===== config.mk =====
export PLATFORM = sky130hd
export DESIGN_NAME = pipe_control
export DESIGN_NICKNAME = d
export VERILOG_FILES = /design/src/rtl/pipe_control.sv
export SDC_FILE = /design/constraint.sdc
export NUM_CORES = 1
export LEC_CHECK = 0
export BUFFER_PORTS_ARGS = -buffer_cell sky130_fd_sc_hd__buf_2
export CAP_MARGIN = 20
export CORE_ASPECT_RATIO = 1.75
export CORE_MARGIN = 2
export CORE_UTILIZATION = 52
export DETAILED_ROUTE_END_ITERATION = 12
export GPL_TIMING_DRIVEN = 1
export PLACE_DENSITY = 0.87
export SLEW_MARGIN = 10
export SYNTH_ARGS = -nofsm -noshare
export SYNTH_HDL_FRONTEND = slang
export SYNTH_SLANG_ARGS = --single-unit

===== constraint.sdc =====
create_clock -name clk -period 2.6 [get_ports clk]
set_clock_uncertainty 0.2 [all_clocks]
set_input_delay 0.26 -clock clk [delete_from_list [all_inputs] [get_ports clk]]
set_output_delay 0.26 -clock clk [all_outputs]
set_load 0.1 [all_outputs]

===== src/rtl/pipe_control.sv =====
// pipe_control
// Control unit for a classic five-stage pipeline. It decodes the instruction
// sitting in ID into a control bundle, then carries that bundle through the
// ID/EX, EX/MEM and MEM/WB registers. It also generates the front-end controls
// (PC write, IF/ID write, IF/ID flush) for these events:
//   - load-use hazards
//   - taken branches
//   - jumps
//   - external freezes
//
// Ports
//   clk, rst_n              clock, asynchronous active-low reset
//   opcode, funct           instruction fields of the instruction in ID
//   id_rs, id_rt, id_rd     register fields of the instruction in ID
//   branch_taken            branch resolved taken in EX this cycle
//   stall_ext               external freeze request (memory wait)
//   id_jump                 00 none, 01 j, 10 jal, 11 jr (combinational)
//   id_illegal              unrecognised opcode/funct in ID
//   pc_write, ifid_write,
//   ifid_flush              front-end pipeline control
//   ex_reg_dst_sel, ex_alu_src, ex_alu_op, ex_branch   EX-stage controls
//   mem_read, mem_write     MEM-stage access type (00 none, 01 word, 10 byte, 11 half)
//   wb_reg_write, wb_memto_reg, wb_dest                WB-stage controls

module pipe_control #(
   parameter int REG_ADDR_W = 5,
   parameter int ALUOP_W    = 3,
   parameter int HAZARD_EN  = 1
) (
   input  logic                  clk,
   input  logic                  rst_n,
   input  logic [5:0]            opcode,
   input  logic [5:0]            funct,
   input  logic [REG_ADDR_W-1:0] id_rs,
   input  logic [REG_ADDR_W-1:0] id_rt,
   input  logic [REG_ADDR_W-1:0] id_rd,
   input  logic                  branch_taken,
   input  logic                  stall_ext,
   output logic [1:0]            id_jump,
   output logic                  id_illegal,
   output logic                  pc_write,
   output logic                  ifid_write,
   output logic                  ifid_flush,
   output logic                  ex_reg_dst_sel,
   output logic                  ex_alu_src,
   output logic [ALUOP_W-1:0]    ex_alu_op,
   output logic [1:0]            ex_branch,
   output logic [1:0]            mem_read,
   output logic [1:0]            mem_write,
   output logic                  wb_reg_write,
   output logic                  wb_memto_reg,
   output logic [REG_ADDR_W-1:0] wb_dest
);

   localparam logic [5:0] OP_RTYPE = 6'b000000;
   localparam logic [5:0] OP_LW    = 6'b100011;
   localparam logic [5:0] OP_LB    = 6'b100000;
   localparam logic [5:0] OP_LH    = 6'b100001;
   localparam logic [5:0] OP_SW    = 6'b101011;
   localparam logic [5:0] OP_SB    = 6'b101000;
   localparam logic [5:0] OP_SH    = 6'b101001;
   localparam logic [5:0] OP_LUI   = 6'b001111;
   localparam logic [5:0] OP_ANDI  = 6'b001100;
   localparam logic [5:0] OP_ORI   = 6'b001101;
   localparam logic [5:0] OP_BEQ   = 6'b000100;
   localparam logic [5:0] OP_BNE   = 6'b000101;
   localparam logic [5:0] OP_J     = 6'b000010;
   localparam logic [5:0] OP_JAL   = 6'b000011;
   localparam logic [5:0] FN_JR    = 6'b001000;

   localparam logic [ALUOP_W-1:0] ALU_ADD   = ALUOP_W'(3'd0);
   localparam logic [ALUOP_W-1:0] ALU_RTYPE = ALUOP_W'(3'd1);
   localparam logic [ALUOP_W-1:0] ALU_AND   = ALUOP_W'(3'd2);
   localparam logic [ALUOP_W-1:0] ALU_OR    = ALUOP_W'(3'd3);
   localparam logic [ALUOP_W-1:0] ALU_LUI   = ALUOP_W'(3'd4);
   localparam logic [ALUOP_W-1:0] ALU_SUB   = ALUOP_W'(3'd5);

   // Full bundle as held in ID/EX; later stages keep only what they still need.
   typedef struct packed {
      logic                  reg_dst_sel;
      logic                  alu_src;
      logic [ALUOP_W-1:0]    alu_op;
      logic [1:0]            branch;
      logic [1:0]            mem_read;
      logic [1:0]            mem_write;
      logic                  reg_write;
      logic                  memto_reg;
      logic [REG_ADDR_W-1:0] dest;
   } idex_t;

   typedef struct packed {
      logic [1:0]            mem_read;
      logic [1:0]            mem_write;
      logic                  reg_write;
      logic                  memto_reg;
      logic [REG_ADDR_W-1:0] dest;
   } exmem_t;

   typedef struct packed {
      logic                  reg_write;
      logic                  memto_reg;
      logic [REG_ADDR_W-1:0] dest;
   } memwb_t;

   idex_t  dec;
   idex_t  idex;
   exmem_t exmem;
   memwb_t memwb;
   logic   load_use;
   logic   idex_bubble;

   // Instruction decode for the instruction in ID.
   // Anything not recognised decodes to the all-zero bundle and raises
   // id_illegal, so it flows down the pipe as a harmless bubble. jr and j carry
   // an all-zero bundle too: their only effect is the redirect via id_jump.
   // The accepted R-type functs are the usual shift, arithmetic, logic and
   // set-less-than group; the ALU resolves the exact operation from funct.
   always_comb begin
      dec        = '0;
      id_jump    = 2'b00;
      id_illegal = 1'b0;
      case (opcode)
         OP_RTYPE: begin
            if (funct == FN_JR) begin
               id_jump = 2'b11;
            end else if (funct inside {6'b000000, 6'b000010, 6'b000011,
                                       6'b100000, 6'b100001, 6'b100010,
                                       6'b100011, 6'b100100, 6'b100101,
                                       6'b100110, 6'b100111, 6'b101010,
                                       6'b101011}) begin
               dec.reg_dst_sel = 1'b1;
               dec.alu_op      = ALU_RTYPE;
               dec.reg_write   = 1'b1;
               dec.dest        = id_rd;
            end else begin
               id_illegal = 1'b1;
            end
         end
         OP_LW, OP_LB, OP_LH: begin
            dec.alu_src   = 1'b1;
            dec.alu_op    = ALU_ADD;
            dec.mem_read  = (opcode == OP_LW) ? 2'b01 :
                            (opcode == OP_LB) ? 2'b10 : 2'b11;
            dec.reg_write = 1'b1;
            dec.memto_reg = 1'b1;
            dec.dest      = id_rt;
         end
         OP_SW, OP_SB, OP_SH: begin
            dec.alu_src   = 1'b1;
            dec.alu_op    = ALU_ADD;
            dec.mem_write = (opcode == OP_SW) ? 2'b01 :
                            (opcode == OP_SB) ? 2'b10 : 2'b11;
         end
         OP_LUI, OP_ANDI, OP_ORI: begin
            dec.alu_src   = 1'b1;
            dec.alu_op    = (opcode == OP_LUI)  ? ALU_LUI :
                            (opcode == OP_ANDI) ? ALU_AND : ALU_OR;
            dec.reg_write = 1'b1;
            dec.dest      = id_rt;
         end
         OP_BEQ, OP_BNE: begin
            dec.alu_op = ALU_SUB;
            dec.branch = (opcode == OP_BEQ) ? 2'b01 : 2'b10;
         end
         OP_J: begin
            id_jump = 2'b01;
         end
         OP_JAL: begin
            // Link register is the top register index (r31 at the default width).
            id_jump       = 2'b10;
            dec.reg_write = 1'b1;
            dec.dest      = '1;
         end
         default: begin
            id_illegal = 1'b1;
         end
      endcase
   end

   // Hazard detection and front-end control.
   // The priority chain is freeze, then taken branch, then load-use, then jump
   // flush. A load-use stall inserts one bubble. That bubble clears ID/EX, so
   // the hazard resolves by itself on the following cycle.
   always_comb begin
      load_use = (HAZARD_EN != 0) && (idex.mem_read != 2'b00) &&
                 (idex.dest != '0) &&
                 ((idex.dest == id_rs) || (idex.dest == id_rt));
      pc_write    = 1'b1;
      ifid_write  = 1'b1;
      ifid_flush  = 1'b0;
      idex_bubble = 1'b0;
      if (stall_ext) begin
         pc_write   = 1'b0;
         ifid_write = 1'b0;
      end else if (branch_taken) begin
         ifid_flush  = 1'b1;
         idex_bubble = 1'b1;
      end else if (load_use) begin
         pc_write    = 1'b0;
         ifid_write  = 1'b0;
         idex_bubble = 1'b1;
      end else if (id_jump != 2'b00) begin
         ifid_flush = 1'b1;
      end
   end

   // Stage registers.
   // Reset empties the whole pipe at once. A freeze holds every stage.
   // Otherwise each stage advances, and ID/EX takes either the decode or a bubble.
   always_ff @(posedge clk or negedge rst_n) begin
      if (!rst_n) begin
         idex  <= '0;
         exmem <= '0;
         memwb <= '0;
      end else if (!stall_ext) begin
         idex            <= idex_bubble ? '0 : dec;
         exmem.mem_read  <= idex.mem_read;
         exmem.mem_write <= idex.mem_write;
         exmem.reg_write <= idex.reg_write;
         exmem.memto_reg <= idex.memto_reg;
         exmem.dest      <= idex.dest;
         memwb.reg_write <= exmem.reg_write;
         memwb.memto_reg <= exmem.memto_reg;
         memwb.dest      <= exmem.dest;
      end
   end

   assign ex_reg_dst_sel = idex.reg_dst_sel;
   assign ex_alu_src     = idex.alu_src;
   assign ex_alu_op      = idex.alu_op;
   assign ex_branch      = idex.branch;
   assign mem_read       = exmem.mem_read;
   assign mem_write      = exmem.mem_write;
   assign wb_reg_write   = memwb.reg_write;
   assign wb_memto_reg   = memwb.memto_reg;
   assign wb_dest        = memwb.dest;

endmodule


==> results_dict.tcl <==
set metrics [dict create \
    outcome "complete, no violations" \
    drt-vias-per-instance 5.981 \
    maxClockFrequency_mhz 414.5 \
    registers.top_by_ff_count "idex" \
    post-synth-top-area-fraction_pct 46.12 \
    drt-wirelength-per-cell_um 15.92 \
    final-max-slew-violation-count 0 \
    startpoint_class "register" \
    final.period_utilization_pct 92.80 \
    cell_area_synth_mm2 0.001953 \
    placed_area_mm2 0.002248 \
    rsz0062_at_grt "no" \
    core-area_mm2 0.003628 \
    clock_tree.htree_level_count 2 \
    clock_latency_ns 0.28 \
    area_growth_pct 20.69 \
    layout-drive-gt1-share_pct 42.27 \
    synth.top_cells.by_area "dfrtp_1 (46%), mux2_2 (10%), a32o_1 (7.7%)" \
    cts_buffers 5 \
    clock_path_buffers 2 \
    fp.dieW_um 50.33 \
    clock_tree_from_tritoncts "done" \
    detailedRoute.firstIterationViolations 33 \
    min-delay-path-class "primary input to register" \
    worst_setup_path_startpoint "idex[1]$_DFFE_PN0N_" \
    power_per_cell_area_mw_per_mm2 501.5 \
    route.vias.total 1591 \
    final_antenna_net_count 0 \
    final_cell_mix "buf_2 (51), dfrtp_1 (36), mux2_2 (18), a32o_1 (15), nor2_1 (11)" \
    diodes 0 \
    syn_inst 179 \
    overflow 0 \
    finalNonFillerCells 266 \
    ios 55 \
    gr-usage-all-layers_pct 21.32 \
    critPathMaxFanout 5 \
    port_buffers 54 \
    r2r_slack_ns 0.59 \
    antenna_found_initial 0 \
    critical-path-slowest-cell "or4_1" \
    max_slew.worst_pin.slew_ns 0.7986 \
    crit_path_cell_trace "or4_1 > o221ai_2 > o221a_4 > buf_12" \
    synth.distinct_cells 41 \
    final_cell_area_mm2 0.002357 \
    post-place-ws_ns 0.3774 \
    clockRootBuffer "clkbuf_8" \
    setup_ws_ns 0.1873 \
    worst_slew_margin_rel_pct 46.76 \
    overall_die_height_um 85.08 \
    fill_cells 310 \
    layout.nets 250 \
    drc 0 \
    tritoncts_num_sinks 36 \
    synth_fp_nets 210 \
    route.final.wire_length_um 4235 \
    slowest_stage_delay_on_critical_path_ns 0.56 \
    hpwlAfterDp_um 3084 \
    maxCapViolCount 0 \
    ys_warn_count 0 \
    placed_cells 257 \
    cellLeakagePower_nw 1.154 \
    hold_start "id_rd[3]" \
    layout.core_utilization_pct 64.97 \
    gp_routability_congestion 1.018 \
    detail_route.first_pass.iterations 4 \
    post_cts.repair.setup_buffers 0 \
    grt_pass1_vias 1560 \
    synth.largest_area_cell "dfrtp_1" \
    final.min_clock_period_ns 2.413 \
    setup-violations-final 0 \
    clk_pin_slew_ns 0.07 \
    buffer_and_inverter_count_on_the_worst_path 1 \
    critical_path.endpoint_type "output pin" \
    global_route_wire_length_before_repair_um 7051 \
    seq_area_frac_synth_pct 46.12 \
    final.setup.tns_ns 0 \
    critical_path_required_ns 2.14 \
    worstSetupPathType "register to output pin" \
    final_common_cell "buf_2" \
    cpLargestDelayFamily "simple AND/OR/NAND/NOR gates" \
    effective_utilization_at_floorplan_pct 53.83 \
    peakVddDrop_mv 0.4409 \
    worst_r2r_startpoint "idex[1]$_DFFE_PN0N_" \
    timing.critical_path.arrival_ns 1.95 \
    hold_violations 0 \
    die_area_mm2 0.004282 \
    maximum_number_of_pins_on_one_net_before_global_route_repair 46 \
    fp-row-count 29 \
    synth.ff_latch_count 36 \
    syn-mean-instance-area_um2 10.91 \
    largest_register_ffs 11 \
]
synthesized netlist by cell type (all sizes together):
cell,count
nand3b,2
nand2b,1
buf,11
nor2b,1
a21boi,1
a31oi,1
a311oi,1
o21ai,3
o2111a,1
o221ai,1
a32o,15
nor2,11
a21oi,2
a211oi,1
or2b,1
o22ai,1
o21a,2
o311a,1
nor4,7
and4,1
clkbuf,13
nand2,8
nand3,2
dfrtp,36
or3,1
o31ai,1
nor3,5
a22o,3
o211ai,1
a221o,5
or4,2
mux2,18
o221a,1
inv,5
nor3b,1
and2b,1
or2,1
xnor2,10
final cells by class:
type                       count  area (um^2)  area share [%]
clock buffer                   6        82.58           3.503
clock inverter                 2        10.01          0.4246
inverter                       5        18.77          0.7962
multi-input combinational    114        947.2           40.18
sequential                    36        900.9           38.22
tap                           46        57.56           2.442
timing repair buffer          57        340.3           14.44
metal layers:
metal	vias to the layer above	global-route usage, %	routed length, um
met1	793	24.44	1619
met2	53	36.96	2359
li1	741	-	-
met3	4	4.577	194
met4	0	10.07	61
met5	-	0	0
worst paths after layout:
path                            cells after the start                         end
worst max-delay path                                4                  ifid_flush
worst min-delay path                                3         idex[3]$_DFFE_PN0N_
worst max register to register                      4  ex_reg_dst_sel$_DFFE_PN0N_
worst min register to register                      1    ex_branch[0]$_DFFE_PN0N_
max in group asynchronous                           2    mem_write[0]$_DFFE_PN0N_
min in group asynchronous                           2        exmem[2]$_DFFE_PN0N_
logic make-up after synthesis:
logic type | synth area share, %
flops | 46.12
simple gates | 12.56
xor+xnor | 4.484
compound gates | 18.96
buf+inv | 7.495
mux | 10.38
power by group:
part | leakage, nW | switching [mW] | internal [mW]
logic | 0.602 | 0.146 | 0.0681
clock network | 0.0510 | 0.185 | 0.211
registers | 0.501 | 0.00428 | 0.568
through the flow:
| stage | power [mW] | hold WS [ns] |
|---|---|---|
| after global routing | 1.231 | 0.1681 |
| after global placement | 0.7911 | 0.1721 |
| after CTS | 1.191 | 0.1690 |
| final | 1.182 | 0.1727 |
| after detailed placement | 0.7943 | 0.1816 |
| after floorplan | 0.7303 | -0.2356 |
what timing repair did:
action | CTS | global route
hold buffers | 1 | 0
resized for setup | 0 | 1
endpoints found under the setup margin | 0 | 1
hold endpoints to repair | 36 | 0
worst register-to-register path: stages (launching register included):
cell      delay [ns]
dfrtp_1         0.45
or4_1           0.56
o221ai_2        0.25
buf_4           0.28
a32o_1          0.20
(Power assumes the default switching activity.)
